## src/rtl/fetch_ctrl_pkg.sv

```systemverilog
// ============================================================================
// Module   : fetch_ctrl_pkg
// Purpose  : Shared definitions for the instruction fetch controller:
//            default widths, FSM state encodings and the next-PC select type.
// Ports    : none (package)
// Revision : 1.0 - initial release
// ============================================================================
`default_nettype none

package fetch_ctrl_pkg;

  // Default widths used by fetch_ctrl and pc_next_sel.
  localparam int DEF_ADDR_W  = 9;
  localparam int DEF_INSTR_W = 32;

  // FSM state encodings (2-bit).
  localparam logic [1:0] ST_IDLE = 2'd0;
  localparam logic [1:0] ST_REQ  = 2'd1;
  localparam logic [1:0] ST_HOLD = 2'd2;
  localparam logic [1:0] ST_HALT = 2'd3;

  // Next-PC source selection.
  typedef enum logic [1:0] {
    PC_HOLD     = 2'd0,
    PC_INC      = 2'd1,
    PC_REDIRECT = 2'd2
  } pc_sel_e;

endpackage : fetch_ctrl_pkg

`default_nettype wire

```

## src/rtl/fetch_ctrl_pc_next_sel.sv

```systemverilog
// ============================================================================
// Module   : pc_next_sel
// Purpose  : Combinational next-PC multiplexer (hold / increment / redirect)
//            and comparison of the delivered instruction address against the
//            halt address.
// Ports    : pc            - current program counter
//            sel           - next-PC source
//            redirect_addr - branch/jump target
//            instr_pc      - address of the word currently held for decode
//            pc_next       - selected next program counter
//            at_halt       - instr_pc equals HALT_ADDR
// Revision : 1.0 - initial release
// ============================================================================
`default_nettype none

module pc_next_sel
  import fetch_ctrl_pkg::*;
#(
  parameter int                ADDR_W    = DEF_ADDR_W,
  parameter logic [ADDR_W-1:0] HALT_ADDR = ADDR_W'(13)
) (
  input  logic [ADDR_W-1:0] pc,
  input  pc_sel_e           sel,
  input  logic [ADDR_W-1:0] redirect_addr,
  input  logic [ADDR_W-1:0] instr_pc,
  output logic [ADDR_W-1:0] pc_next,
  output logic              at_halt
);

  // Increment wraps naturally modulo 2^ADDR_W.
  always_comb begin
    pc_next = pc;
    case (sel)
      PC_HOLD:     pc_next = pc;
      PC_INC:      pc_next = pc + ADDR_W'(1);
      PC_REDIRECT: pc_next = redirect_addr;
      default:     pc_next = pc;
    endcase
  end

  assign at_halt = (instr_pc == HALT_ADDR);

endmodule : pc_next_sel

`default_nettype wire

```

## src/rtl/fetch_ctrl.sv

```systemverilog
// ============================================================================
// Module   : fetch_ctrl
// Purpose  : Instruction fetch sequencer. Owns the program counter, keeps at
//            most one instruction-memory request outstanding, and hands each
//            fetched word to decode over a valid/ready handshake. Honours
//            pipeline stall, branch redirect and a halt address.
// Ports    : clk, rst                  - clock, async active-high reset
//            stall_en                  - blocks handoff to decode
//            redirect_valid/_addr      - one-cycle PC redirect
//            imem_req/_addr            - fetch request, held until imem_ack
//            imem_ack/_rdata           - memory response
//            instr_valid/_out/_pc      - word presented to decode
//            instr_ready               - decode ready
//            halted                    - high while in the HALT state
// Revision : 1.0 - initial release
// ============================================================================
`default_nettype none

module fetch_ctrl
  import fetch_ctrl_pkg::*;
#(
  parameter int                ADDR_W    = DEF_ADDR_W,
  parameter int                INSTR_W   = DEF_INSTR_W,
  parameter logic [ADDR_W-1:0] RESET_PC  = '0,
  parameter logic [ADDR_W-1:0] HALT_ADDR = ADDR_W'(13)
) (
  input  logic               clk,
  input  logic               rst,
  input  logic               stall_en,
  input  logic               redirect_valid,
  input  logic [ADDR_W-1:0]  redirect_addr,
  output logic               imem_req,
  output logic [ADDR_W-1:0]  imem_addr,
  input  logic               imem_ack,
  input  logic [INSTR_W-1:0] imem_rdata,
  output logic               instr_valid,
  output logic [INSTR_W-1:0] instr_out,
  output logic [ADDR_W-1:0]  instr_pc,
  input  logic               instr_ready,
  output logic               halted
);

  logic [1:0]        state;
  logic [1:0]        state_next;
  logic [ADDR_W-1:0] pc;
  logic [ADDR_W-1:0] pc_next;
  logic [ADDR_W-1:0] req_addr;
  logic              flush;
  logic              flush_next;
  logic              handoff;
  logic              accept;
  logic              new_req;
  logic              at_halt;
  pc_sel_e           pc_sel;

  // --------------------------------------------------------------------------
  // Next-PC selection
  // --------------------------------------------------------------------------
  pc_next_sel #(
    .ADDR_W    (ADDR_W),
    .HALT_ADDR (HALT_ADDR)
  ) u_pc_next_sel (
    .pc            (pc),
    .sel           (pc_sel),
    .redirect_addr (redirect_addr),
    .instr_pc      (instr_pc),
    .pc_next       (pc_next),
    .at_halt       (at_halt)
  );

  // --------------------------------------------------------------------------
  // Control
  // --------------------------------------------------------------------------
  always_comb begin
    // instr_valid is high exactly in HOLD, so HOLD stands in for it here.
    handoff = (state == ST_HOLD) && instr_ready && !stall_en;

    // A response is kept only if no redirect has overtaken it (earlier flush
    // or a redirect in the very same cycle).
    accept  = (state == ST_REQ) && imem_ack && !flush && !redirect_valid;

    // Redirect always wins; the PC only advances on a kept response.
    pc_sel = PC_HOLD;
    if (redirect_valid) begin
      pc_sel = PC_REDIRECT;
    end else if (accept) begin
      pc_sel = PC_INC;
    end

    state_next = state;
    case (state)
      ST_IDLE: state_next = ST_REQ;
      ST_REQ: begin
        if (accept) begin
          state_next = ST_HOLD;
        end
      end
      ST_HOLD: begin
        if (redirect_valid) begin
          state_next = ST_REQ;
        end else if (handoff) begin
          state_next = at_halt ? ST_HALT : ST_REQ;
        end
      end
      ST_HALT: begin
        if (redirect_valid) begin
          state_next = ST_REQ;
        end
      end
      default: state_next = ST_IDLE;
    endcase

    // flush marks an in-flight request whose data must be thrown away.
    // It only lives in REQ and is retired by the ack it was waiting for.
    flush_next = 1'b0;
    if (state == ST_REQ) begin
      if (imem_ack) begin
        flush_next = 1'b0;
      end else if (redirect_valid) begin
        flush_next = 1'b1;
      end else begin
        flush_next = flush;
      end
    end

    // A fresh address is launched whenever REQ is (re)entered, or when the
    // current request completes and REQ is kept. A request still waiting
    // for its ack keeps its address even if the PC is redirected.
    new_req = (state_next == ST_REQ) && !((state == ST_REQ) && !imem_ack);
  end

  // --------------------------------------------------------------------------
  // State and output registers
  // --------------------------------------------------------------------------
  always_ff @(posedge clk or posedge rst) begin
    if (rst) begin
      state       <= ST_IDLE;
      pc          <= RESET_PC;
      req_addr    <= RESET_PC;
      flush       <= 1'b0;
      instr_valid <= 1'b0;
      instr_out   <= '0;
      instr_pc    <= '0;
      halted      <= 1'b0;
    end else begin
      state       <= state_next;
      pc          <= pc_next;
      flush       <= flush_next;
      instr_valid <= (state_next == ST_HOLD);
      halted      <= (state_next == ST_HALT);
      if (new_req) begin
        req_addr <= pc_next;
      end
      if (accept) begin
        instr_out <= imem_rdata;
        instr_pc  <= pc;
      end
    end
  end

  assign imem_req  = (state == ST_REQ);
  assign imem_addr = req_addr;

endmodule : fetch_ctrl

`default_nettype wire

```

## config.mk

```make
export PLATFORM = sky130hd
export DESIGN_NAME = fetch_ctrl
export DESIGN_NICKNAME = d
export VERILOG_FILES = /design/src/rtl/fetch_ctrl_pkg.sv /design/src/rtl/fetch_ctrl_pc_next_sel.sv /design/src/rtl/fetch_ctrl.sv
export SDC_FILE = /design/constraint.sdc
export NUM_CORES = 1
export LEC_CHECK = 0
export CAP_MARGIN = 20
export CELL_PAD_IN_SITES_DETAIL_PLACEMENT = 1
export CELL_PAD_IN_SITES_GLOBAL_PLACEMENT = 1
export CORE_AREA = 2 2 108 79
export CTS_CLUSTER_DIAMETER = 40
export DETAILED_ROUTE_END_ITERATION = 16
export DIE_AREA = 0 0 110 81
export MAX_ROUTING_LAYER = met4
export PLACE_DENSITY = 0.8
export SLEW_MARGIN = 10
export SYNTH_ARGS = -nofsm -noshare
export SYNTH_HDL_FRONTEND = slang
export SYNTH_SLANG_ARGS = --single-unit
```

## constraint.sdc

```tcl
create_clock -name clk -period 2.6 [get_ports clk]
set_input_delay 0.65 -clock clk [delete_from_list [all_inputs] [get_ports clk]]
set_output_delay 0.65 -clock clk [all_outputs]
set_load 0.005 [all_outputs]
```

### Yosys cells after proc, flatten, opt, wreduce, memory -nomap -nowiden

Index checks and enable logic that the tools add are counted.

| cells by class | value |
|---|---|
| add/sub/neg operators | 1 |
| $mul | 0 |
| divide/modulo/power cells | 0 |
| order comparisons | 0 |
| eq/ne operators | 10 |
| shift-type cells | 0 |
| muxes and demuxes | 12 |
| bitwise operators | 0 |
| reduce and logical (&&, ||, !) cells | 13 |

Operator list:

| cell | number |
|---|---|
| $pmux 9 s2 | 1 |
| $mux 2 | 6 |
| $eq 2x2->1 const B | 5 |
| $add 9x1->9 const B | 1 |
| $eq 9x4->1 const B | 1 |
| $pmux 2 s4 | 1 |
| $logic_and 1x1->1 | 7 |
| $eq 2x1->1 const B | 3 |
| $logic_not 1->1 | 5 |
| $mux 1 | 4 |
| $ne 3x2->1 const B | 1 |
| $logic_not 2->1 | 1 |

| storage, ports and cells | value |
|---|---|
| bits in registers | 64 |
| latch bits | 0 |
| RAM bits | 0 |
| ROM bits | 0 |
| input bits | 47 |
| output and inout port bits | 53 |
| logic and storage cells | 44 |
| memories | 0 |

### Depth between registers and ports, before layout

Gate-level depths: netlist (run 1).

| logic depth | value |
|---|---|
| depth after elaboration | 8 |
| gate-level depth with buffers | 6 |
| depth with buffers taken out | 6 |

### By module

From an unflattened synthesis (run 1), not the netlist that was laid out.

| unflattened totals | value |
|---|---|
| cells, all modules | 192 |
| area, all modules | 2890.3 um^2 |

Modules (own cells, without submodules):

| module | times used | cells each | area each (um^2) | seq. area each (um^2) |
|---|---|---|---|---|
| fetch_ctrl | 1 | 135 | 2513.7 | 1601.5 |
| pc_next_sel | 1 | 57 | 376.6 | 0.0 |

### Least setup slack after synthesis (run 1)

OpenSTA, ideal clock, no wires.

| timing path | value |
|---|---|
| path kind | input -> register |
| start | in stall_en |
| end | reg req_addr[0], in the netlist imem_addr[0] |
| setup time | 0.125 ns |
| arrival time | 1.831 ns |
| data required time | 2.475 ns |
| slack | 0.644 ns |
| stages | 5 |
| path buffers | 0 |
| path through | nand2b_1 o211ai_1 nand3b_1 nor3_4 mux2_2 |

| on the way | value |
|---|---|
| longest elaborated chain between the ends | 7 |

Ends and longest elaborated chain:

| what | line | source |
|---|---|---|
| from (decl) | fetch_ctrl.sv:29 | `input logic stall_en,` |
| $logic_not 1->1 | fetch_ctrl.sv:76 | `handoff = (state == ST_HOLD) && instr_ready && !stall_en;` |
| $logic_and 1x1->1 | fetch_ctrl.sv:76 |  |
| $mux 2 | fetch_ctrl.sv:101 | `end else if (handoff) begin` |
| $mux 2 | fetch_ctrl.sv:99 | `if (redirect_valid) begin` |
| $pmux 2 s4 | fetch_ctrl.sv:91 | `case (state)` |
| named net state_next[1] | fetch_ctrl.sv:44 | `logic [1:0] state_next;` |
| $eq 2x1->1 | fetch_ctrl.sv:129 | `new_req = (state_next == ST_REQ) && !((state == ST_REQ) && !imem_ack);` |
| $logic_and 1x1->1 | fetch_ctrl.sv:129 |  |
| to (signal assigned) | fetch_ctrl.sv:152 | `req_addr <= pc_next;` |
| to (decl) | fetch_ctrl.sv:47 | `logic [ADDR_W-1:0] req_addr;` |

The timed path passes the listed nets, and every way through them passes these cells.
A chain may end at the register's enable or synchronous reset.

### Worst setup path in the final report (run 1)

| timing path | value |
|---|---|
| start | reg state[0] |
| end | out imem_req |

| on the way | value |
|---|---|
| longest elaborated chain between the ends | 1 |

Ends and longest elaborated chain:

| what | line | source |
|---|---|---|
| from (decl) | fetch_ctrl.sv:43 | `logic [1:0] state;` |
| from (signal assigned) | fetch_ctrl.sv:146 | `state <= state_next;` |
| $eq 2x1->1 | fetch_ctrl.sv:161 | `assign imem_req = (state == ST_REQ);` |
| to (decl) | fetch_ctrl.sv:32 | `output logic imem_req,` |

Every way passes these cells.

==> results of run 1 <==
state kept, by name (all words and copies together) (netlist names):
register and cells:
instr_valid 1, state 2, flush 1, imem_addr 9, instr_out 32, pc 9
instr_pc 9, halted 1
critical path: stages (launching register included):
cell	delay (ps)
dfrtp_1	440
nor2b_1	230
clkdlybuf4s50_1	540
power by group through the flow:
stage,Sequential [W],Combinational (W),Clock [W]
2_1_floorplan,0.00153,0.000418,0
3_3_place_gp,0.00153,0.00122,0
3_5_place_dp,0.00155,0.00124,0
4_1_cts,0.00153,0.00125,0.000834
5_1_grt,0.00157,0.00133,0.000882
6_report,0.00153,0.00122,0.000798
metal layers:
metal	track usage [%]	wire length (um)
met1	19.8	2960
met2	23.5	2930
met3	5.14	447
met4	4.18	45
met5	-	0
cells in the final DEF (no fill, tap or decap), types with 4 or more instances in the layout:
cell              n
nand4_1           5
xnor2_1           6
o21ai_0           4
clkbuf_8          9
clkdlybuf4s50_1  99
nand2_1           7
mux2_2           54
buf_4             5
dfrtp_1          64
synth_stat cells (all sizes together):
cell type  instances  area share, %
o211ai             1           0.29
nand4bb            1           0.62
o21ai              4           0.77
xor2               2           0.67
nor3               1           0.62
dfrtp             64             61
nand3b             2           0.58
clkbuf             1           0.14
and4bb             1           0.48
clkinv             1           0.14
nor4               2           0.48
nor4bb             1           0.38
buf                5            1.1
nand2              7            1.0
nand2b             2           0.48
and2               1           0.24
a21oi              3           0.58
and4               1           0.34
o21a               1           0.29
mux2i              1           0.38
and3               2           0.48
inv                3           0.43
nor2               2           0.29
nor2b              3           0.72
xnor2              6            2.0
mux2              54             23
nand4              5            1.2
ha                 1           0.48
metrics by stage:
step           total power [W]  hold slack [ps]  instance area, um2  cells  setup WS, ps
6_report               0.00355              508                3960    399           415
3_5_place_dp           0.00279              496                3780    383          85.4
5_1_grt                0.00378              527                3960    399           257
4_1_cts                0.00361              511                3960    399           375
2_1_floorplan          0.00195              470                2610    178           352
3_3_place_gp           0.00275              488                3780    383           154
worst paths after layout:
check                                     startpoint                   endpoint
setup / recovery                  state[0]$_DFF_PP0_                   imem_req
hold / removal             instr_out[15]$_DFFE_PP0P_  instr_out[15]$_DFFE_PP0P_
setup reg to reg                  state[1]$_DFF_PP0_   imem_addr[8]$_DFFE_PP0P_
hold reg to reg            instr_out[15]$_DFFE_PP0P_  instr_out[15]$_DFFE_PP0P_
max in group asynchronous                        rst   instr_out[6]$_DFFE_PP0P_
min in group asynchronous                        rst  instr_out[26]$_DFFE_PP0P_
cell type report:
cell class                      instances  area (um2)
Multi-Input combinational cell        104         965
Clock buffer                           12         135
Sequential cell                        64        1600
Inverter                                4        15.0
Clock inverter                          4        45.0
Fill cell                             848        4060
Tap cell                              105         131
Timing Repair Buffer                  106        1070
cell families after synthesis:
| logic type | count (synthesis) |
|---|---|
| flops | 64 |
| fa+ha+maj | 1 |
| simple gates | 31 |
| buf+inv | 10 |
| xor+xnor | 8 |
| compound gates | 9 |
| mux | 55 |
==> impl_results.md, run 1 <==
- Status: finished, final reports clean
- Compound-cell area share of the yosys netlist: between 1.5 and 2%
- Avg WL per Cell: 16.0 um
- Vias/cell: 4.61
- Detailed Routing Iterations Pass 1: 4
- Vias in the first global route: 2016
- Setup Fix Bufs, Post-CTS: 0
- Post-layout util: 49.4%
- YS warnings: 0
- DIE WIDTH: 110 um
- Overall Global Routing Usage: 15.4%
- Min cycle time layout: 2190 ps
- Die H: 81 um
- Final hold violation count: 0
- Combinational power share: 34.5%
- Leak Pwr: between 1.5 and 2 nW
- Rel. slew slack: 74.1%
- IO Count: 100
- Core area: 0.00802 mm2
- Crit. End Element: output pin
- Clock skew: between 7 and 8 ps
- Sink Count: 64
- Synth Area in XOR/XNOR: 2.69%
- Total CTS buffers: 9
- Synthesized flop and latch total: between 60 and 70
- RSZ-0062 raised after global routing: no
- Slew Limit Fails: 0
- Clock share of power: 22.5%
- Root buf cell: clkbuf_8
- Syn Area/Cell: 14.6 um2
- Peak Freq: 458 MHz
- Post-Syn Nets: approximately 230
- Initial Util: 32.5%
- Crit-path max FO: 5
- CP Data Required Time: approximately 2000 ps
- Synthesized area: 0.00260 mm2
- Detail Route Antenna Nets: 0
- Reg clk slew, reported paths: roughly 60 ps
- Power Density: 895 mW/mm2
- # diodes: 0
- First-pass GRT wire length: 9970 um
- Sequential area share after synthesis: 61.5%
- IO Port Bufs: 99
- Tcrit/Tclk final: 84.0%
- Startpoint types: flop
- Worst EP arrival: 1540 ps
- Final setup violation count: 0
- Part of the power in registers: between 40% and 50%
- Sw power: 0.000923 W
- Grt total ovfl: 0
- Crit Path Category: flop to output pin
- Switching portion of total power: between 20% and 30%
- H-tree depth: 3
- Worst Max-Slew Pin Slew: 386 ps
- Initial antenna violation count: 0
- Routed WL: 6380 um
- Longest Clk Path Bufs: 2
- Adder-Cell Fraction of Synth Area: 0.480%
- CTS tree: yes
- P_int: 0.00262 W
- Largest net degree at the start of global routing: 65
- # hold bufs at CTS: 0
- Worst r2r path cells: 6
- Area grow syn2layout: 52.1%
- Final estimated routing congestion in global placement: around 0.71
- Post-CTS Resized: 0
- Die area: between 0.008 and 0.009 mm2
- Combinational family with the most area after synthesis: multiplexers
- Routed via count: approximately 1800
- Cell row count: 28
- DP Wirelength: 4710 um
- TNS Setup: 0 ps
- Drt drc: 0
- Worst VDD drop: between 0.0004 and 0.0005 V
- Synth Instances: 178
- Max-Cap Viols: 0
- R2r setup slk: 800 ps
- Share of cells above drive strength 1: 26.5%
- Min-Delay Path Class: flop to flop
- DRT iter0 DRCs: 44
- Yosys cell types: 29
- Worst Hold Depth: 1
- Final #Nets: 337
- Share of synthesized area spent on multiplexers: 23.7%
- Later-pin clock latency in the skew report: 330 ps
- Post-Synth Simple-Gate Area: 7.93%
(Power assumes the default switching activity.)
==> inputs of run 2 (changes only) <==
==> constraint.sdc (replaced) <==
create_clock -name clk -period 2.2 [get_ports clk]
set_input_delay 0.55 -clock clk [delete_from_list [all_inputs] [get_ports clk]]
set_output_delay 0.55 -clock clk [all_outputs]
set_load 0.005 [all_outputs]
==> run 2 against run 1 <==
  * Register-to-register slack got worse by 520 ps
  * Sequential power up 18%
  * Worst hold slack lost 3.2 ps
  * Utilization is 0.36 points higher
  * Via count decreased by 0.54%
  * Non-clock buffer count rose by 1
  * Setup slack worse by 300 ps
  * Highest routed layer unchanged
  * Wire length hardly changed
  * Flip-flop and latch count is the same
==> impl_results.md, run 2 (synthesized netlist as in run 1, its figures left out) <==
- Final std cells w/o fill: 399 (unchanged)
- Max-Cap Viols: 0 (unchanged)
- CP max-delay cell: clkdlybuf4s50_1
- Clock skew: 5.53 ps (-2.33 ps)
- CTS tree: yes
- Worst VDD drop: 0.000417 V (-8.2%)
- Placed instance area: 0.00380 mm2 (+0.53%)
- Final estimated routing congestion in global placement: 0.753 (+5.5%)
- Final hold violation count: 0 (unchanged)
- Stages on worst setup path: 5 (+3)
- Detailed Routing Iterations Pass 1: 4 (unchanged)
- Largest net degree at the start of global routing: 42 (-35%)
- DP Wirelength: 4700 um (-0.19%)
- Share of cells above drive strength 1: 27.2% (+0.68 points)
- First-pass GRT wire length: 10100 um (+1.3%)
- Filler cells: 849 (+0.12%)
- Detail Route Antenna Nets: 0 (unchanged)
- Slew Limit Fails: 0 (unchanged)
- Post-layout util: 49.7% (+0.36 points)
- Routed WL: 6380 um (about the same)
- Vias in the first global route: 1951 (-3.2%)
- Largest register FFs: 32 (unchanged)
- Crit path cell chain: clkdlybuf4s50_1 > nand4bb_2 > nor2_4 > buf_4 > mux2_2
- Setup Fix Bufs, Post-CTS: 0 (unchanged)
- Tcrit/Tclk final: 94.8%
- # hold bufs at CTS: 0 (unchanged)
- Crit Path Category: input pin to flop
- IO Count: 100 (unchanged)
- Overall Global Routing Usage: 15.8% (+0.36 points)
- CP Buf/Inv Count: 2 (+1)
- Multi-input logic area: 965 um2 (unchanged)
- Sink Count: 64 (unchanged)
- Reg clk slew, reported paths: 70 ps (about the same)
- CP Data Required Time: 2420 ps (+470 ps)
- Initial Util: 32.5% (unchanged)
- Combinational power share: 34.4% (about the same)
- Commonest non-fill, non-tap cells in the layout: clkdlybuf4s50_1 (98), dfrtp_1 (64), mux2_2 (54)
- Critical Path Start: imem_ack
- R2r setup slk: 280 ps (-520 ps)
- Family with the most delay on the worst path: buffers and inverters
- Post-route cell area: 0.00399 mm2 (+0.73%)
- Final setup margin: 115 ps (-300 ps)
- Switching portion of total power: 26.1% (+0.058 points)
- Placed Cells: 384 (+0.26%)
- Final setup violation count: 0 (unchanged)
- Status: finished, final reports clean
- Min-Delay Path Class: flop to flop
- Drt drc: 0 (unchanged)
- Grt total ovfl: 0 (unchanged)
- TNS Setup: 0 ps (unchanged)
- Crit. End Element: flop
- DIE WIDTH: 110 um (unchanged)
- Placement Setup Slack: -328 ps (-414 ps)
- Area grow syn2layout: 53.2%
- Leak Pwr: 1.63 nW (+1.4%)
- Part of the power in registers: 42.5% (-0.5 points)
- Endpoint of the worst setup timing path: instr_out[21]$_DFFE_PP0P_
- Min cycle time layout: 2080 ps
- RSZ-0062 raised after global routing: no
- RR Endpoint: instr_out[21]$_DFFE_PP0P_
- Commonest non-fill, non-tap cell in the layout: clkdlybuf4s50_1
- Worst EP arrival: 2300 ps (+760 ps)
- Longest Clk Path Bufs: 2 (unchanged)
- Worst r2r path cells: 4 (-2)
- Power Density: 1060 mW/mm2 (+18%)
- R2R Path Start: state[1]$_DFF_PP0_
- # diodes: 0 (unchanged)
- Rel. slew slack: 63.0% (-11 points)
- IO Port Bufs: 99 (unchanged)
- DRT iter0 DRCs: 69 (+57%)
- Clock share of power: 23.1% (+0.6 points)
- P_int: 0.00313 W (+19%)
- Root buf cell: clkbuf_8
- Die H: 81 um (unchanged)
- Initial antenna violation count: 0 (unchanged)
- Most flops, register: instr_out
- Avg WL per Cell: 16.0 um (about the same)
- Peak Freq: 480 MHz
- Reg area: 0.00160 mm2 (unchanged)
- Startpoint types: input pin
- Core area: 0.00802 mm2 (unchanged)
- Die area: 0.00891 mm2 (unchanged)
- Slowest stage delay, CP: 510 ps (-30 ps)
- Cell row count: 28 (unchanged)
- Sw power: 0.00110 W (+20%)
- Routed via count: 1829 (-0.54%)
- H-tree depth: 3 (unchanged)
- Total CTS buffers: 9 (unchanged)
- Final #Nets: 338 (+0.30%)
- Vias/cell: 4.58 (-0.54%)
- Worst Max-Slew Pin Slew: 555 ps (+170 ps)
- Later-pin clock latency in the skew report: 330 ps (about the same)
- Crit-path max FO: 41 (+36)
## run 2: worst register-to-register path: stages (launching register included)
cell and delay, ps:
dfrtp_1 440, nand4bb_2 330, nor2_4 130, buf_4 480, mux2_2 420
## run 2: per-layer routing
metal	routed length, um	vias to the layer above	global-route usage, %
met4	68	0	4.94
met5	0	-	-
li1	-	852	-
met1	3010	900	20.0
met3	434	8	5.14
met2	2870	69	24.0
## run 2: worst min-delay path by stage
stage / startpoint / endpoint / cells past startpoint
floorplan: flush$_DFFE_PP0P_ / flush$_DFFE_PP0P_ / 1
global placement: instr_out[31]$_DFFE_PP0P_ / instr_out[31]$_DFFE_PP0P_ / 1
detailed placement: instr_out[9]$_DFFE_PP0P_ / instr_out[9]$_DFFE_PP0P_ / 1
CTS: instr_out[24]$_DFFE_PP0P_ / instr_out[24]$_DFFE_PP0P_ / 1
global route: instr_out[9]$_DFFE_PP0P_ / instr_out[9]$_DFFE_PP0P_ / 1
finish: instr_out[24]$_DFFE_PP0P_ / instr_out[24]$_DFFE_PP0P_ / 1
## run 2: final cells by class
cell class	count	area share (%)
clock inverter	4	1.13
timing repair buffer	107	27.3
sequential	64	40.1
multi-input combinational	104	24.2
inverter	4	0.376
tap	105	3.29
clock buffer	11	3.54
## run 2: power by group through the flow
stage,Combinational [W],Clock (W),Sequential (W)
final,0.00146,0.000976,0.00180
after global routing,0.00157,0.00107,0.00186
after CTS,0.00148,0.00101,0.00181
after detailed placement,0.00148,0,0.00182
after global placement,0.00143,0,0.00181
after floorplan,0.000494,0,0.00181
## run 2: timing repair
action                                  CTS  global route
endpoints found under the setup margin    0             9
hold endpoints to repair                  0             0
gates resized for setup                   0             1
## run 2: metrics by stage
step / hold slack, ps / power [W]
2_1_floorplan: 470 / 0.00230
3_3_place_gp: 488 / 0.00325
3_5_place_dp: 497 / 0.00330
4_1_cts: 511 / 0.00431
5_1_grt: 528 / 0.00451
6_report: 505 / 0.00423
